### src/rtl/cc_multibeat_formatter_if.sv
// Bus bundle for the CC multi-beat formatter: completion request, payload stream
// and the s_axis_cc output toward the PCIe IP core.
interface cc_multibeat_formatter_if #(
  parameter int DATA_WIDTH = 256
);
  localparam int K = DATA_WIDTH / 32;

  logic                  cc_req_valid;
  logic                  cc_req_ready;
  logic [15:0]           cc_requester_id;
  logic [7:0]            cc_tag;
  logic [2:0]            cc_tc;
  logic [2:0]            cc_attr;
  logic [6:0]            cc_lower_addr;
  logic [10:0]           cc_dword_count;
  logic [2:0]            cc_status;
  logic [DATA_WIDTH-1:0] pl_data;
  logic                  pl_valid;
  logic                  pl_ready;
  logic                  cc_len_err;
  logic [DATA_WIDTH-1:0] s_axis_cc_tdata;
  logic                  s_axis_cc_tvalid;
  logic [32:0]           s_axis_cc_tuser;
  logic [K-1:0]          s_axis_cc_tkeep;
  logic                  s_axis_cc_tlast;
  logic [3:0]            s_axis_cc_tready;

  // User read logic / IP-core side
  modport master (
    output cc_req_valid, cc_requester_id, cc_tag, cc_tc, cc_attr, cc_lower_addr,
           cc_dword_count, cc_status, pl_data, pl_valid, s_axis_cc_tready,
    input  cc_req_ready, pl_ready, cc_len_err, s_axis_cc_tdata, s_axis_cc_tvalid,
           s_axis_cc_tuser, s_axis_cc_tkeep, s_axis_cc_tlast
  );

  // Formatter side
  modport slave (
    input  cc_req_valid, cc_requester_id, cc_tag, cc_tc, cc_attr, cc_lower_addr,
           cc_dword_count, cc_status, pl_data, pl_valid, s_axis_cc_tready,
    output cc_req_ready, pl_ready, cc_len_err, s_axis_cc_tdata, s_axis_cc_tvalid,
           s_axis_cc_tuser, s_axis_cc_tkeep, s_axis_cc_tlast
  );
endinterface

### src/rtl/cc_multibeat_formatter.sv
// Completer Completion formatter: 96-bit descriptor + DW-realigned payload beats.
// Optional CC_STATS_EN adds saturating completion/stall counters.
module cc_multibeat_formatter #(
  parameter int DATA_WIDTH     = 256,
  parameter int MAX_PAYLOAD_DW = 128
) (
  input  logic user_clk,
  input  logic user_reset_n,
  cc_multibeat_formatter_if.slave bus
`ifdef CC_STATS_EN
  ,
  output logic [31:0] stat_cpl_count,
  output logic [31:0] stat_stall_cycles
`endif
);
  localparam int K    = DATA_WIDTH / 32;
  localparam int LOGK = $clog2(K);
  localparam int KW   = LOGK + 1;
  localparam int LW   = DATA_WIDTH - 96;

  typedef enum logic [1:0] {IDLE, FIRST, BODY, TAIL} state_t;
  state_t state_reg, state_next;

  logic [15:0]           rid_reg;
  logic [7:0]            tag_reg;
  logic [2:0]            tc_reg;
  logic [2:0]            attr_reg;
  logic [2:0]            status_reg;
  logic [6:0]            laddr_reg;
  logic [10:0]           n_reg;
  logic [11:0]           words_left_reg, words_left_next;
  logic                  tail_reg;
  logic [KW-1:0]         last_cnt_reg;
  logic [95:0]           prev_hi_reg, prev_hi_next;
  logic [DATA_WIDTH-1:0] out_data_reg;
  logic [K-1:0]          out_keep_reg;
  logic                  out_last_reg;
  logic                  out_valid_reg;
  logic                  len_err_reg;

  logic                  req_ready, req_fire, len_bad, pl_ready, pl_fire, out_free;
  logic [10:0]           eff_n;
  logic [11:0]           n_plus3, eff_words, eff_beats;
  logic [KW-1:0]         eff_cnt;
  logic [95:0]           desc;
  logic                  load, ld_last;
  logic [DATA_WIDTH-1:0] ld_data;
  logic [K-1:0]          last_keep;
  logic [DATA_WIDTH-1:0] last_mask;
  logic                  unused_tready;

  assign unused_tready = ^bus.s_axis_cc_tready[3:1];

  // Oversized requests collapse to a descriptor-only CA completion
  assign len_bad   = bus.cc_dword_count > 11'(MAX_PAYLOAD_DW);
  assign eff_n     = len_bad ? 11'd0 : bus.cc_dword_count;
  assign n_plus3   = {1'b0, eff_n} + 12'd3;
  assign eff_words = ({1'b0, eff_n} + 12'(K - 1)) >> LOGK;
  assign eff_beats = (n_plus3 + 12'(K - 1)) >> LOGK;
  assign eff_cnt   = (n_plus3[LOGK-1:0] == '0) ? KW'(K) : {1'b0, n_plus3[LOGK-1:0]};

  assign out_free  = ~out_valid_reg | bus.s_axis_cc_tready[0];
  assign req_ready = user_reset_n & (state_reg == IDLE) & ~out_valid_reg;
  assign req_fire  = bus.cc_req_valid & req_ready;
  assign pl_ready  = user_reset_n & out_free &
                     (((state_reg == FIRST) && (n_reg != 11'd0)) || (state_reg == BODY));
  assign pl_fire   = bus.pl_valid & pl_ready;

  always_comb begin
    desc          = '0;
    desc[6:0]     = laddr_reg;
    desc[28:16]   = {n_reg, 2'b00};
    desc[42:32]   = n_reg;
    desc[45:43]   = status_reg;
    desc[63:48]   = rid_reg;
    desc[71:64]   = tag_reg;
    desc[91:89]   = tc_reg;
    desc[94:92]   = attr_reg;
  end

  // Last-beat byte enables and matching data mask
  generate
    for (genvar gi = 0; gi < K; gi++) begin : g_keep
      assign last_keep[gi]           = KW'(gi) < last_cnt_reg;
      assign last_mask[gi*32 +: 32]  = {32{last_keep[gi]}};
    end
  endgenerate

  always_comb begin
    state_next      = state_reg;
    load            = 1'b0;
    ld_last         = 1'b0;
    ld_data         = '0;
    words_left_next = words_left_reg;
    prev_hi_next    = prev_hi_reg;
    case (state_reg)
      IDLE: begin
        if (req_fire) state_next = FIRST;
      end
      FIRST, BODY: begin
        if ((state_reg == FIRST) && (n_reg == 11'd0)) begin
          if (out_free) begin
            load       = 1'b1;
            ld_data    = {{LW{1'b0}}, desc};
            ld_last    = 1'b1;
            state_next = IDLE;
          end
        end else if (pl_fire) begin
          load            = 1'b1;
          ld_data         = {bus.pl_data[LW-1:0], (state_reg == FIRST) ? desc : prev_hi_reg};
          prev_hi_next    = bus.pl_data[DATA_WIDTH-1 -: 96];
          words_left_next = words_left_reg - 12'd1;
          if (words_left_reg == 12'd1) begin
            if (tail_reg) begin
              state_next = TAIL;
            end else begin
              ld_last    = 1'b1;
              state_next = IDLE;
            end
          end else begin
            state_next = BODY;
          end
        end
      end
      TAIL: begin
        if (out_free) begin
          load       = 1'b1;
          ld_data    = {{LW{1'b0}}, prev_hi_reg};
          ld_last    = 1'b1;
          state_next = IDLE;
        end
      end
      default: state_next = IDLE;
    endcase
  end

  always_ff @(posedge user_clk) begin
    if (!user_reset_n) begin
      state_reg <= IDLE;
    end else begin
      state_reg <= state_next;
    end
  end

  always_ff @(posedge user_clk) begin
    if (!user_reset_n) begin
      rid_reg        <= '0;
      tag_reg        <= '0;
      tc_reg         <= '0;
      attr_reg       <= '0;
      status_reg     <= '0;
      laddr_reg      <= '0;
      n_reg          <= '0;
      words_left_reg <= '0;
      tail_reg       <= 1'b0;
      last_cnt_reg   <= '0;
      prev_hi_reg    <= '0;
      len_err_reg    <= 1'b0;
    end else begin
      len_err_reg    <= req_fire & len_bad;
      words_left_reg <= words_left_next;
      prev_hi_reg    <= prev_hi_next;
      if (req_fire) begin
        rid_reg        <= bus.cc_requester_id;
        tag_reg        <= bus.cc_tag;
        tc_reg         <= bus.cc_tc;
        attr_reg       <= bus.cc_attr;
        status_reg     <= len_bad ? 3'b100 : bus.cc_status;
        laddr_reg      <= bus.cc_lower_addr;
        n_reg          <= eff_n;
        words_left_reg <= eff_words;
        tail_reg       <= eff_beats > eff_words;
        last_cnt_reg   <= eff_cnt;
      end
    end
  end

  // Output register: only reloaded when empty or draining this cycle
  always_ff @(posedge user_clk) begin
    if (!user_reset_n) begin
      out_data_reg  <= '0;
      out_keep_reg  <= '0;
      out_last_reg  <= 1'b0;
      out_valid_reg <= 1'b0;
    end else if (load) begin
      out_data_reg  <= ld_last ? (ld_data & last_mask) : ld_data;
      out_keep_reg  <= ld_last ? last_keep : '1;
      out_last_reg  <= ld_last;
      out_valid_reg <= 1'b1;
    end else if (bus.s_axis_cc_tready[0]) begin
      out_valid_reg <= 1'b0;
    end
  end

  assign bus.cc_req_ready     = req_ready;
  assign bus.pl_ready         = pl_ready;
  assign bus.cc_len_err       = len_err_reg;
  assign bus.s_axis_cc_tdata  = out_data_reg;
  assign bus.s_axis_cc_tvalid = out_valid_reg;
  assign bus.s_axis_cc_tuser  = '0;
  assign bus.s_axis_cc_tkeep  = out_keep_reg;
  assign bus.s_axis_cc_tlast  = out_last_reg;

`ifdef CC_STATS_EN
  logic [31:0] stat_cpl_reg;
  logic [31:0] stat_stall_reg;

  always_ff @(posedge user_clk) begin
    if (!user_reset_n) begin
      stat_cpl_reg   <= '0;
      stat_stall_reg <= '0;
    end else begin
      if (out_valid_reg && bus.s_axis_cc_tready[0] && out_last_reg && (stat_cpl_reg != '1))
        stat_cpl_reg <= stat_cpl_reg + 32'd1;
      if (out_valid_reg && !bus.s_axis_cc_tready[0] && (stat_stall_reg != '1))
        stat_stall_reg <= stat_stall_reg + 32'd1;
    end
  end

  assign stat_cpl_count    = stat_cpl_reg;
  assign stat_stall_cycles = stat_stall_reg;
`else
  // Statistics counters are not built in this configuration.
`endif
endmodule

### src/flat_wrapper.sv
// flat-port wrapper written by rule: the top's interface ports become plain ports
module cc_multibeat_formatter_flat 
#(
  parameter int DATA_WIDTH     = 256,
  parameter int MAX_PAYLOAD_DW = 128
)
  (user_clk, user_reset_n, bus_cc_req_valid, bus_cc_requester_id, bus_cc_tag, bus_cc_tc, bus_cc_attr, bus_cc_lower_addr, bus_cc_dword_count, bus_cc_status, bus_pl_data, bus_pl_valid, bus_s_axis_cc_tready, bus_cc_req_ready, bus_pl_ready, bus_cc_len_err, bus_s_axis_cc_tdata, bus_s_axis_cc_tvalid, bus_s_axis_cc_tuser, bus_s_axis_cc_tkeep, bus_s_axis_cc_tlast);
  cc_multibeat_formatter_if #(.DATA_WIDTH(DATA_WIDTH)) bus_i ();
  input  logic user_clk;
  input  logic user_reset_n;
  input wire logic [$bits(bus_i.cc_req_valid)-1:0] bus_cc_req_valid;
  input wire logic [$bits(bus_i.cc_requester_id)-1:0] bus_cc_requester_id;
  input wire logic [$bits(bus_i.cc_tag)-1:0] bus_cc_tag;
  input wire logic [$bits(bus_i.cc_tc)-1:0] bus_cc_tc;
  input wire logic [$bits(bus_i.cc_attr)-1:0] bus_cc_attr;
  input wire logic [$bits(bus_i.cc_lower_addr)-1:0] bus_cc_lower_addr;
  input wire logic [$bits(bus_i.cc_dword_count)-1:0] bus_cc_dword_count;
  input wire logic [$bits(bus_i.cc_status)-1:0] bus_cc_status;
  input wire logic [$bits(bus_i.pl_data)-1:0] bus_pl_data;
  input wire logic [$bits(bus_i.pl_valid)-1:0] bus_pl_valid;
  input wire logic [$bits(bus_i.s_axis_cc_tready)-1:0] bus_s_axis_cc_tready;
  output wire logic [$bits(bus_i.cc_req_ready)-1:0] bus_cc_req_ready;
  output wire logic [$bits(bus_i.pl_ready)-1:0] bus_pl_ready;
  output wire logic [$bits(bus_i.cc_len_err)-1:0] bus_cc_len_err;
  output wire logic [$bits(bus_i.s_axis_cc_tdata)-1:0] bus_s_axis_cc_tdata;
  output wire logic [$bits(bus_i.s_axis_cc_tvalid)-1:0] bus_s_axis_cc_tvalid;
  output wire logic [$bits(bus_i.s_axis_cc_tuser)-1:0] bus_s_axis_cc_tuser;
  output wire logic [$bits(bus_i.s_axis_cc_tkeep)-1:0] bus_s_axis_cc_tkeep;
  output wire logic [$bits(bus_i.s_axis_cc_tlast)-1:0] bus_s_axis_cc_tlast;
  assign bus_i.cc_req_valid = bus_cc_req_valid;
  assign bus_i.cc_requester_id = bus_cc_requester_id;
  assign bus_i.cc_tag = bus_cc_tag;
  assign bus_i.cc_tc = bus_cc_tc;
  assign bus_i.cc_attr = bus_cc_attr;
  assign bus_i.cc_lower_addr = bus_cc_lower_addr;
  assign bus_i.cc_dword_count = bus_cc_dword_count;
  assign bus_i.cc_status = bus_cc_status;
  assign bus_i.pl_data = bus_pl_data;
  assign bus_i.pl_valid = bus_pl_valid;
  assign bus_i.s_axis_cc_tready = bus_s_axis_cc_tready;
  assign bus_cc_req_ready = bus_i.cc_req_ready;
  assign bus_pl_ready = bus_i.pl_ready;
  assign bus_cc_len_err = bus_i.cc_len_err;
  assign bus_s_axis_cc_tdata = bus_i.s_axis_cc_tdata;
  assign bus_s_axis_cc_tvalid = bus_i.s_axis_cc_tvalid;
  assign bus_s_axis_cc_tuser = bus_i.s_axis_cc_tuser;
  assign bus_s_axis_cc_tkeep = bus_i.s_axis_cc_tkeep;
  assign bus_s_axis_cc_tlast = bus_i.s_axis_cc_tlast;
  cc_multibeat_formatter #(.DATA_WIDTH(DATA_WIDTH), .MAX_PAYLOAD_DW(MAX_PAYLOAD_DW)) u_core (.user_clk(user_clk), .user_reset_n(user_reset_n), .bus(bus_i));
endmodule
### config.mk
export PLATFORM = sky130hd
export DESIGN_NAME = cc_multibeat_formatter_flat
export DESIGN_NICKNAME = d
export VERILOG_FILES = /design/src/rtl/cc_multibeat_formatter_if.sv /design/src/rtl/cc_multibeat_formatter.sv /design/src/flat_wrapper.sv
export SDC_FILE = /design/constraint.sdc
export NUM_CORES = 1
export LEC_CHECK = 0
export BUFFER_PORTS_ARGS = -buffer_cell sky130_fd_sc_hd__buf_2
export CELL_PAD_IN_SITES_DETAIL_PLACEMENT = 1
export CELL_PAD_IN_SITES_GLOBAL_PLACEMENT = 1
export CORE_ASPECT_RATIO = 0.5
export CORE_MARGIN = 10
export CORE_UTILIZATION = 39
export DETAILED_ROUTE_END_ITERATION = 10
export PLACE_DENSITY_LB_ADDON = 0.1
export SLEW_MARGIN = 20
export SYNTH_ARGS = -nofsm -noshare
export SYNTH_HDL_FRONTEND = slang
export SYNTH_SLANG_ARGS = --single-unit
### constraint.sdc
create_clock -name user_clk -period 6.8 [get_ports user_clk]
set_input_delay 1.36 -clock user_clk [delete_from_list [all_inputs] [get_ports user_clk]]
set_output_delay 1.36 -clock user_clk [all_outputs]
set_load 0.005 [all_outputs]
# Word-level counts from Yosys, hierarchy flattened
# Cells that the tools add are included.
[word_totals]
regBits = 433
in_bits = 315
wordCells = 99
[classes]
addsub = 4
magnitude_cmp = 10
eq_ne = 7
mux = 33
bitwise_logic = 12
n_reduce_logical = 15
[ops]
columns = ["cell", "n"]
rows = [
  ["$mux 256", 3],
  ["$pmux 256 s2", 1],
  ["$and 256x256->256", 1],
  ["$mux 96", 2],
  ["$mux 95", 1],
  ["$mux 9", 4],
  ["$lt 3x4->1 const A", 4],
  ["$add 11x2->12 const B", 1],
  ["$add 11x3->12 const B", 1],
  ["$add 12x3->12 const B", 1],
  ["$eq 12x1->1 const B", 1],
  ["$mux 2", 6],
  ["$sub 12x1->12 const B", 1],
  ["$gt 11x8->1 const B", 1],
  ["$logic_not 11->1", 1],
  ["$mux 11", 1],
  ["$reduce_bool 11->1", 1],
  ["$gt 9x9->1", 1],
  ["$mux 1", 9],
  ["$lt 1x4->1 const A", 2],
  ["$lt 2x4->1 const A", 2],
  ["$mux 8", 1],
  ["$and 1x1->1", 7],
  ["$pmux 2 s3", 1],
  ["17 further kinds", 27],
]

# Logic depth before layout (Yosys ltp)
[logic_depth]
word_depth = 10
ltp_mapped = 17
ltp_nobuf = 16

# Least setup slack after synthesis
# No wires, ideal clock.
[synth_path]
path_type = "input port to flip-flop"
start = "in bus_cc_dword_count[5]"
end = "reg u_core.tail_reg"
setup_ps = 132
t_arrival_ps = 3947
required_time_ps = 6668
path_slack_ps = 2721
path_stages = 16
cell_sequence = "clkbuf_1 -> nor4_1 -> nand2_1 -> a21oi_1 -> nand2_1 -> ha_1 -> mux2i_1 -> nor2b_1 -> nor2_1 -> o21ai_0 -> ha_1 -> a22o_1 -> nor4_1 -> o21ai_0 -> a31oi_1 -> o32ai_1"
[synth_via]
elab_chain_cells = 5
elab_cells_between_ends = 6
classes_between = "3 x add/sub; 2 x order compare; 1 x mux"
[synth_rtl]
columns = ["element", "line", "source"]
rows = [
  ["start: declaration", "flat_wrapper.sv:17", "input wire logic [$bits(bus_i.cc_dword_count)-1:0] bus_cc_dword_count;"],
  ["$gt 11x8->1", "cc_multibeat_formatter.sv:55", "assign len_bad = bus.cc_dword_count > 11'(MAX_PAYLOAD_DW);"],
  ["$mux 11 *", "cc_multibeat_formatter.sv:56", "assign eff_n = len_bad ? 11'd0 : bus.cc_dword_count;"],
  ["$add 11x2->12", "cc_multibeat_formatter.sv:57", "assign n_plus3 = {1'b0, eff_n} + 12'd3;"],
  ["$add 12x3->12", "cc_multibeat_formatter.sv:59", "assign eff_beats = (n_plus3 + 12'(K - 1)) >> LOGK;"],
  ["$gt 9x9->1 *", "cc_multibeat_formatter.sv:172", "tail_reg <= eff_beats > eff_words;"],
  ["end signal: assignment", "cc_multibeat_formatter.sv:172", ""],
  ["end: declaration", "cc_multibeat_formatter.sv:32", "logic tail_reg;"],
]
# Every way passes the cells marked *; elsewhere a longest branch is shown, timed or not.
# A chain may end at the register's enable or synchronous reset.

# Final worst setup path
[layout_path]
start = "in bus_cc_dword_count[1]"
end = "reg u_core.tail_reg"
# The elaborated chain is that of the path after synthesis.

==> flow_summary.toml <==
[pwr]
power.internal_uw = 4149
p_sw_uw = 1332
pwr-share-clk_pct = 44.0
swShare_pct = 24.30
p_per_area_nw_per_um2 = 267.6
power_frac_comb_pct = 8.1
peakVddDrop_uv = 178.5
leakage_uw = 0.009167
seq_power_share_pct = 47.9

[setup_path]
worstPathArrival_ns = 4.75
start_kind = "input pin"
path_class = "in2reg"
path_max_fanout = 6
endpoint_kind = "flip-flop"
worstPathRequired_ns = 7.22

[clock_tree]
cts_sinks = 433
cts_tree = "yes"
cts_setup_buffers = 0
cts-hold-fix-buffers = 0
insertion_delay_ns = 0.55
clk_pin_slew_ns = 0.06
ctsHtreeMaxLevel = 2
cts_buffers = 42
clockRootBuffer = "clkbuf_16"
cts_resized = 0
ctsLongestPathBuffers = 3

[timing]
finalClockSkew_ns = 0.01510
timing.setup.tns_ns = 0
min_period_over_period_pct = 63.81
min_period_ns = 4.339
relSlewSlack_pct = 27.46
final-setup-viol-count = 0
rsz0062_at_grt = "no"
hold_violations = 0
timing.final.max_slew_violations = 0
max_freq_mhz = 230.5
worst_pin_slew_ns = 1.088

[placement]
routabilityCongestion = 0.8405
place.port_buffers = 580
hpwl_mm = 44.46

[route]
drt-total-wl_mm = 61.50
route.detailed.drc = 0
route.vias.total = 13970
wl_per_cell_um = 22.89
ant_nets = 0
first_iter_violations = 817
viasPerCell = 5.199
firstDrtPassIters = 5

[logic_synthesis]
ys_types = 61
synth-main-ff-cell = "dfxtp_1"
synth-compound-area-share_pct = 25.21
synth_top_family_by_area = "compound AO/OA/AOI/OAI gates"
synth-xor-area-share_pct = 0.8206
synth-simple-area-share_pct = 12.16
avgSynthCellArea_um2 = 10.13
synthAdderAreaFrac_pct = 1.329
synth.area.mux_share_pct = 0.1250
synth_cells = 1581
yosysWarnings = 0
synth-seq-cells = 433
synth_edf_count = 0
synth_seq_area_share_pct = 54.14
async_flop_share_pct = 0
syn_area_um2 = 16010

[layout]
final_cell_mix = "579 x buf_2, 433 x dfxtp_1, 299 x nand2_1, 225 x a22o_1, 93 x a21boi_0"
nFillCells = 4696
final_common_cell = "buf_2"
drive_gt1_share_pct = 32.15
fin_nets = 2439
finalCoreUtilization_pct = 50.61
area_delta_synth_final_pct = 27.93
largest_reg_flops = 256

[global_routing]
antenna_found_initial = 10
grt_max_degree = 213
grt_usage_pct = 23.18
overflow = 0
grt_pass1_wl_mm = 90.86
grt_pass1_vias = 14050

[die]
dieArea_um2 = 50050
die_h_um = 163.3
coreArea_um2 = 40470
rows = 52
initial_core_util_pct = 39.56
pin_count = 617
chipWidth_um = 306.5

[status]
status = "completed"

[run]
drv_cap = 0

[min_path]
worstHoldPathType = "reg2reg"
-- kinds of logic (layout without fill, tap and decap cells) --
group	after synthesis	after routing
AO/OA/AOI/OAI	499	499
XOR/XNOR	15	15
adder cells (fa/ha/maj)	17	17
buffers and inverters	169	686
flip-flops	433	433
multiplexers	2	2
other	2	51
AND/OR/NAND/NOR	444	444
-- power by group through the flow --
stage               sequential [uW]  clock (uW)  combinational [uW]
global route                   2630        2580                 495
global placement               2680           0                 434
CTS                            2620        2470                 447
detailed placement             2680           0                 443
floorplan                      2670           0                 276
finish                         2620        2410                 445
-- worst max-delay path, cell delays in order --
cell	delay [ns]
buf_2	0.14
nor3_1	0.45
nand2_1	0.16
a21oi_1	0.50
nand2_1	0.15
ha_1	0.33
mux2i_1	0.07
nor2b_1	0.23
nor2_1	0.07
o21ai_0	0.18
ha_1	0.27
a22o_1	0.20
nor4_1	0.16
o21ai_0	0.13
a31oi_1	0.24
o32ai_1	0.10
-- layout make-up --
class	instances	area [um2]	share of cell area, %
diodes	10	25.02	0.1222
flip-flops and latches	433	8668	42.32
repair buffers	600	3112	15.19
clock buffers	59	1166	5.693
well taps	540	675.6	3.299
clock inverters	15	210.2	1.026
inverters	12	45.04	0.2199
multi-input cells	1018	6580	32.13
-- synth_stat cells, types with 9 or more instances --
cell type	instances	share of area (%)
inv_1	12	0.28
buf_6	22	1.5
a21oi_1	19	0.59
nand3_1	49	1.5
xor2_1	9	0.49
a21boi_1	10	0.47
dfxtp_1	433	54
a21boi_0	93	4.4
buf_4	39	1.8
buf_2	33	1.0
o2bb2ai_1	48	2.6
a22o_1	225	12
ha_1	17	1.3
a22oi_1	44	2.1
nand2_1	300	7.0
clkbuf_1	56	1.3
o21ai_0	24	0.75
nor2_1	34	0.80
-- per-layer routing --
layer  GRT usage [%]  part of all wire, %  vias to the layer above
li1                -                    -                     6668
met5               0                0.044                        -
met1           27.38                   40                     6855
met4           8.032                  3.2                        4
met3           4.756                  4.9                       97
met2           41.57                   52                      345
-- stage by stage --
step | std cells | area (um2) | setup slack [ns] | hold WS, ns | power [uW]
6_report | 2687 | 20480 | 2.461 | 0.4551 | 5482
5_1_grt | 2684 | 20470 | 2.061 | 0.4738 | 5706
4_1_cts | 2676 | 20430 | 2.493 | 0.4562 | 5543
3_5_place_dp | 2602 | 19050 | 1.940 | 0.4410 | 3124
3_3_place_gp | 2601 | 19020 | 1.955 | 0.4400 | 3113
2_1_floorplan | 1620 | 16160 | 2.721 | 0.4337 | 2946
-- worst paths after layout --
kind,cells after the start,startpoint,end,slack [ns]
worst max-delay path,16,bus_cc_dword_count[1],u_core.tail_reg,2.46
worst max register to register,10,u_core.state_reg[1],u_core.words_left_reg[7],3.15
worst min register to register,2,u_core.laddr_reg[0],u_core.laddr_reg[0],0.46
worst min-delay path,2,u_core.laddr_reg[0],u_core.laddr_reg[0],0.46
Power figures use the tool's default switching activity.
